`src/rtl/perceptron_pkg.sv`:
```
// rtl/perceptron_pkg.sv - shared state type and default widths for the perceptron layer
package perceptron_pkg;
  localparam int IN_W_DEF       = 8;
  localparam int PCPTRN_LAT_DEF = 1;

  typedef enum logic [1:0] {
    IDLE  = 2'd0,
    ISSUE = 2'd1,
    WAIT  = 2'd2,
    DONE  = 2'd3
  } state_t;
endpackage

```
`src/rtl/perceptron_wbank.sv`:
```
// rtl/perceptron_wbank.sv - per-neuron weight register file, sync write, comb read
module perceptron_wbank #(
  parameter int NUM_NEURONS = 4,
  parameter int IN_W        = perceptron_pkg::IN_W_DEF,
  localparam int AW         = $clog2(NUM_NEURONS)
) (
  input  logic            clk,
  input  logic            reset,
  input  logic            i_we,
  input  logic [AW-1:0]   i_waddr,
  input  logic [IN_W-1:0] i_wdata,
  input  logic [AW-1:0]   i_raddr,
  output logic [IN_W-1:0] o_rdata
);
  logic [IN_W-1:0] r_mem [NUM_NEURONS];

  always_ff @(posedge clk) begin
    if (reset) begin
      for (int i = 0; i < NUM_NEURONS; i++) r_mem[i] <= '0;
    end else if (i_we) begin
      r_mem[i_waddr] <= i_wdata;
    end
  end

  assign o_rdata = r_mem[i_raddr];
endmodule

```
`src/rtl/perceptron_layer_seq.sv`:
```
// rtl/perceptron_layer_seq.sv - time-multiplexes one perceptron across NUM_NEURONS weight sets
module perceptron_layer_seq
  import perceptron_pkg::*;
#(
  parameter int NUM_NEURONS = 4,
  parameter int IN_W        = perceptron_pkg::IN_W_DEF,
  parameter int PCPTRN_LAT  = perceptron_pkg::PCPTRN_LAT_DEF,
  localparam int AW         = $clog2(NUM_NEURONS)
) (
  input  logic                   clk,
  input  logic                   reset,
  input  logic                   cfg_we,
  input  logic [AW-1:0]          cfg_addr,
  input  logic [IN_W-1:0]        cfg_wdata,
  output logic                   cfg_err,
  input  logic                   in_valid,
  output logic                   in_ready,
  input  logic [IN_W-1:0]        in_data,
  output logic                   out_valid,
  input  logic                   out_ready,
  output logic [NUM_NEURONS-1:0] out_data,
  output logic                   busy,
  output logic [IN_W-1:0]        pcp_in,
  output logic [IN_W-1:0]        pcp_weights,
  input  logic                   pcp_result
);
  localparam int CW = (PCPTRN_LAT > 1) ? $clog2(PCPTRN_LAT) : 1;

  state_t                 r_state, w_next;
  logic [IN_W-1:0]        r_vec;
  logic [AW-1:0]          r_idx;
  logic [CW-1:0]          r_wcnt;
  logic [NUM_NEURONS-1:0] r_out;
  logic                   r_cfg_err;
  logic [IN_W-1:0]        w_rdata;
  logic                   w_addr_ok, w_wr_ok, w_last_wait, w_last_idx, w_drive;

  assign w_addr_ok   = (int'(cfg_addr) < NUM_NEURONS);
  assign w_wr_ok     = cfg_we && w_addr_ok && (r_state == IDLE);
  assign w_last_wait = (r_wcnt == CW'(PCPTRN_LAT - 1));
  assign w_last_idx  = (r_idx == AW'(NUM_NEURONS - 1));
  assign w_drive     = (r_state == ISSUE) || (r_state == WAIT);

  perceptron_wbank #(.NUM_NEURONS(NUM_NEURONS), .IN_W(IN_W)) u_wbank (
    .clk     (clk),
    .reset   (reset),
    .i_we    (w_wr_ok),
    .i_waddr (cfg_addr),
    .i_wdata (cfg_wdata),
    .i_raddr (r_idx),
    .o_rdata (w_rdata)
  );

  always_comb begin
    w_next = r_state;
    case (r_state)
      IDLE:    if (in_valid) w_next = ISSUE;
      ISSUE:   w_next = WAIT;
      WAIT:    if (w_last_wait) w_next = w_last_idx ? DONE : ISSUE;
      DONE:    if (out_ready) w_next = IDLE;
      default: w_next = IDLE;
    endcase
  end

  always_ff @(posedge clk) begin
    if (reset) begin
      r_state   <= IDLE;
      r_vec     <= '0;
      r_idx     <= '0;
      r_wcnt    <= '0;
      r_out     <= '0;
      r_cfg_err <= 1'b0;
    end else begin
      r_state   <= w_next;
      r_cfg_err <= cfg_we && !w_wr_ok;
      case (r_state)
        IDLE: if (in_valid) begin
          r_vec <= in_data;
          r_idx <= '0;
        end
        ISSUE: r_wcnt <= '0;
        WAIT: begin
          // result is valid only at the end of the last wait cycle
          if (w_last_wait) begin
            r_out[r_idx] <= pcp_result;
            if (!w_last_idx) r_idx <= r_idx + AW'(1);
          end else begin
            r_wcnt <= r_wcnt + CW'(1);
          end
        end
        default: ;
      endcase
    end
  end

  assign cfg_err     = r_cfg_err;
  assign in_ready    = (r_state == IDLE);
  assign out_valid   = (r_state == DONE);
  assign out_data    = r_out;
  assign busy        = (r_state != IDLE);
  assign pcp_in      = w_drive ? r_vec : '0;
  assign pcp_weights = w_drive ? w_rdata : '0;
endmodule

```
`config.mk`:
```
export PLATFORM = sky130hd
export DESIGN_NAME = perceptron_layer_seq
export DESIGN_NICKNAME = d
export VERILOG_FILES = /design/src/rtl/perceptron_pkg.sv /design/src/rtl/perceptron_wbank.sv /design/src/rtl/perceptron_layer_seq.sv
export SDC_FILE = /design/constraint.sdc
export NUM_CORES = 1
export LEC_CHECK = 0
export ABC_AREA = 1
export BUFFER_PORTS_ARGS = -buffer_cell sky130_fd_sc_hd__buf_4
export CAP_MARGIN = 20
export CORE_ASPECT_RATIO = 0.7
export CORE_MARGIN = 2
export CORE_UTILIZATION = 59
export DETAILED_ROUTE_END_ITERATION = 16
export PLACE_DENSITY_LB_ADDON = 0.2
export SLEW_MARGIN = 10
export SYNTH_ARGS = -nofsm -noshare
export SYNTH_HDL_FRONTEND = slang
export SYNTH_SLANG_ARGS = --single-unit
```
`constraint.sdc`:
```
create_clock -name clk -period 2.75 [get_ports clk]
set_input_delay 0.1375 -clock clk [delete_from_list [all_inputs] [get_ports clk]]
set_output_delay 0.1375 -clock clk [all_outputs]
set_load 0.05 [all_outputs]
```
# == Word level (Yosys, flattened, before mapping) ==
# Memories as Yosys holds them, arrays and structs flattened. A register that Yosys moved wholly into a read port is not among the register bits.
# Cells that the tools add are included.
# word_totals
ff_bits,18
ramBits,32
input_bits,24
memories,1
output_inout_bits,24
# classes
bitwise_logic,1
n_lt_le_gt_ge,2
n_mux,26
reduce_logical,14
n_eq_ne,8
n_addsub,2
# mem_list
name,depth,word_bits,rd,rd_ports_with_merged_regs,wr,line_no,source
u_wbank.r_mem,4,8,1,1,4,perceptron_wbank.sv:15,logic [IN_W-1:0] r_mem [NUM_NEURONS];
# op_table
cell,n
$mux 8,3
$mux 2,10
$mux 1,8
$pmux 2 s4,1
$reduce_or 8->1,1
$eq 2x2->1 const B,3
$ne 2x2->1 const B,3
$reduce_bool 2->1,3
$bwmux 4,1
$pmux 2 s2,1
$reduce_and 2->1,2
$reduce_and 4->1,1
$logic_and 1x1->1,3
$lt 2x3->1 const B,1
$reduce_and 3->1,1
$add 2x1->2 const B,1
$demux 1 s2,1
$eq 2x1->1 const B,1
$ge 2x1->1 const B,1
$logic_not 2->1,1
$ne 2x1->1 const B,1
$pmux 1 s2,1
$add 1x1->1 const B,1
$logic_not 1->1,1
other kinds (2),2

# == Logic depth before layout (Yosys ltp) ==
# depth
depth_word,7
mapped_depth,9
ltp_nobuf,9

# == By module ==
# From an unflattened synthesis, not the netlist that was laid out.
# hier_totals
hier_cells,325
hier_area_um2,2542.4
# modules_own_cells
mod,n_inst,cells_per_inst,area_each_um2
perceptron_wbank,1,181,1619.1
perceptron_layer_seq,1,144,923.4

# == Least setup slack after synthesis ==
# Ideal clock, no wire load.
# synth_path
kind,register to register
start,register r_state[1]
end,memory u_wbank.r_mem[3][0] in the netlist's numbering (enable)
arrival_ps,1890
setup_time_ps,387
path_buffers,0
synth_period_minus_slack_ps,2277
setup_slack_ps,473
stages_incl_launch_ff,5
path_cell_list,dfxtp_1 > inv_1 > ha_1 > nand2_2 > o31ai_1
# synth_lines
item,line_no,source
from (decl),perceptron_layer_seq.sv:29,"state_t r_state, w_next;"
from (signal assigned),perceptron_layer_seq.sv:74,r_state <= w_next;
to (decl),perceptron_wbank.sv:15,

# == Final worst setup path ==
# layout_path
start,register r_state[1]
end,output port pcp_weights[3]
# layout_via
elab_chain_len,3
word_cells_on_any_way,4
cone_classes,eq/ne: 2; mux: 1; reduce/logical: 1
# layout_lines
item,line_no,source
$eq 2x1->1 or $eq 2x2->1 (tied branches),perceptron_layer_seq.sv:42,assign w_drive = (r_state == ISSUE) || (r_state == WAIT);
$logic_or 1x1->1 (*),perceptron_layer_seq.sv:42,
$mux 8 (*),perceptron_layer_seq.sv:102,assign pcp_weights = w_drive ? w_rdata : '0;
to (decl),perceptron_layer_seq.sv:24,"output logic [IN_W-1:0] pcp_weights,"
# Every way passes the cells marked *; elsewhere a longest branch is shown, timed or not.

==> impl_results.md <==
- Non-filler instance count after layout: 394
- Fin. Hold Viols: 0
- Site row count: 19
- CTS tree: built
- Die width: 80.86 um
- Pre-CTS setup slack: 946.4 ps
- Finished layout cell area: 0.002902 mm2
- Root Buffer Master: clkbuf_8
- Met3 WL post-DR: 417 um
- Initial DRC count: 108
- Syn nets: 324
- Final nets: 373
- Crit path arrival time: 1930 ps
- GRT overflow: 0
- H-tree levels: 2
- Cells after Synth: 292
- Endpoint class of the critical path: output pin
- Logic pwr share: 0.311
- Gpl congestion: 0.8401
- Register area: 0.001341 mm2
- Top Metal Used: met4
- Pwr Total: 1.937 mW
- Drt first pass iters: 4
- Crit path buffers/inverters: 3
- Detailed-placement wirelength estimate: 3.549 mm
- Core Util, Final: 0.7353
- Port bufs: 47
- Die ar.: 0.004674 mm2
- Clock network power share: 0.217
- Clock Skews: 13.13 ps
- Worst skew pair latency: 310 ps
- First-pass GRT wire length: 7.817 mm
- Top cell type's share of synthesized area: 0.3938
- IO Pins: 48
- Number of synthesized flops with an enable pin: 32
- Crit-path leading delay family: buffers and inverters
- Multi-input logic area: 880.8 um2
- Ys Warns: 0
- Worst Setup Start Kind: flip-flop
- Max Clk Rate: 0.4848 GHz
- Fillers: 310
- RR Endpoint: u_wbank.r_mem[0][5]
- Largest net degree at the start of global routing: 17
- Hold path cells: 3
- Hold path startpoint: in_data[1]
- Sequential share of the synthesized area: 0.5497
- Unrepaired setup endpoints after global routing: no
- Top cells by area, synth: edfxtp_1 39%, dfxtp_1 16%, nand2_1 12%
- Hold slack: 85.73 ps
- Async SR Flop Fraction: 0
- Final period utilization: 0.7501
- Netlist Area Pre-Place: 0.002440 mm2
- Slowest-stage cell, CP: ha_1
- P&R area growth vs syn: 18.92%
- Area after DPL: 0.002816 mm2
- Die height: 57.80 um
- Vias in the first global route: 1736
- Register bit total from synthesis: 51
- Vias per inst: 4.939
- WL final: 4.821 mm
- TritonCTS Buffers: 5
- Pwr Density: 667.6 mW/mm2
- Met2 wire len: 2.159 mm
- Initial antenna violation count: 0
- # DRC: 0
- Slew HR: 0.6618
- Worst r2r src: r_state[1]
- Flop pwr share: 0.473
- Outcome: complete, no violations
- Post-CTS Setup Bufs: 0
- ANT cells: 0
- Layout cell share with drive strength beyond 1: 0.1901
- Main synth FF type: edfxtp_1
- Yosys cell types: 18
- Final-report setup violation count: 0
- Setup CP Type: reg2out
- Critical path's most frequent cell: inv_1
- Count leader, synth: nand2_1
- Post-CTS Resized: 0
- Setup ws final: 687.3 ps
- CTS clk-pin slew, worst paths: 80 ps
- # clock sinks: 51
- Final slew viol count: 0
- WL met1: 2.164 mm
- Synth top cells by count: 75 x nand2_1, 65 x nor2_1, 39 x inv_1, 32 x edfxtp_1, 19 x dfxtp_1
- Max cap viols: 0
- Synth area leader: edfxtp_1
- Hold Crit Class: in2reg
- Hold Path End: r_vec[1]
- R2R setup slack: 940 ps
- Worst R2R Path Depth: 6
- Worst-path cell chain: inv_1, ha_1, inv_1, a21oi_1, buf_4
- Longest Clk Path Bufs: 2
- DR vias: 1946
- DP Cell Count: 386
- Sum of negative setup slack: 0 ps
- Peak VDD IR: 0.4297 mV
- Avg Inst Size Synth: 8.356 um2
- Final Critical Period: 2063 ps
- DRT antenna net count: 0
- Actual transition at the worst max-transition pin: 506.7 ps
- CP required: 2610 ps
- P_int: 1.235 mW
- Switching share of power: 0.3622
- Slowest stage delay, CP: 460 ps
- # hold bufs at CTS: 0
- Crit Path Max Fanout: 9
- Pleak: 1.451 nW
- Psw: 701.6 uW
- Initial Util: 0.6183
- Core box area: 0.003946 mm2
- Avg WL per Cell: 12.24 um
- Total Routing Usage GR: 0.2258
==> state kept, by name (all words and copies together) (netlist names), named ones only <==
name           flops
r_vec              8
cfg_err            1
u_wbank.r_mem     32
r_state            2
out_data           4
r_idx              2
==> kinds of logic (layout without fill, tap and decap cells) <==
group                    after synthesis  count (layout)  synth area share
AO/OA/AOI/OAI                         32              32           0.06667
adder cells (fa/ha/maj)                8               8           0.04103
flip-flops                            51              51            0.5497
buffers and inverters                 49              99           0.08923
AND/OR/NAND/NOR                      152             152            0.2533
==> cell usage in the layout (no fill, tap or decap), drive strengths merged <==
master    instances
a21oi            14
buf              50
clkbuf            6
clkinv            1
clkinvlp          1
dfxtp            19
edfxtp           32
ha                8
inv              41
nand2            79
nand3             6
nor2             66
nor3              1
o21ai            17
o31ai             1
==> worst min-delay path, delay by kind of cell <==
kind	cells	cell delay [ps]
AOI/OAI and AO/OA	1	70
and+or+nand+nor	1	80
buffers and inverters	1	70
==> cell type report <==
cell class / instances / share of cell area
Tap cell: 52 / 0.02242
Inverter: 41 / 0.05304
Clock buffer: 6 / 0.02501
Sequential cell: 51 / 0.4623
Multi-Input combinational cell: 192 / 0.3036
Clock inverter: 2 / 0.004312
Timing Repair Buffer: 50 / 0.1294
==> power by group through the flow <==
stage	logic [mW]	clock network (mW)	registers [mW]
after floorplan	0.439	0	0.931
after global placement	0.592	0	0.930
after detailed placement	0.600	0	0.932
after CTS	0.603	0.423	0.915
after global routing	0.657	0.447	0.923
final	0.602	0.420	0.915
==> how the worst max path moves through the flow <==
| stage | from | cells after the start | to |
|---|---|---|---|
| after floorplan | r_state[1] | 4 | u_wbank.r_mem[3][0] |
| after global placement | r_state[1] | 6 | u_wbank.r_mem[1][7] |
| after detailed placement | r_state[1] | 6 | u_wbank.r_mem[1][3] |
| after CTS | r_state[1] | 5 | pcp_weights[3] |
| after global routing | r_state[1] | 5 | pcp_weights[3] |
| final | r_state[1] | 5 | pcp_weights[3] |
==> per-layer routing <==
layer / global-route usage / up-vias
met5: 0 / -
met4: 0.07990 / 0
met3: 0.06698 / 8
met2: 0.3436 / 72
met1: 0.3124 / 862
li1: - / 1004
Note: power is estimated with default switching activity, not from simulation.
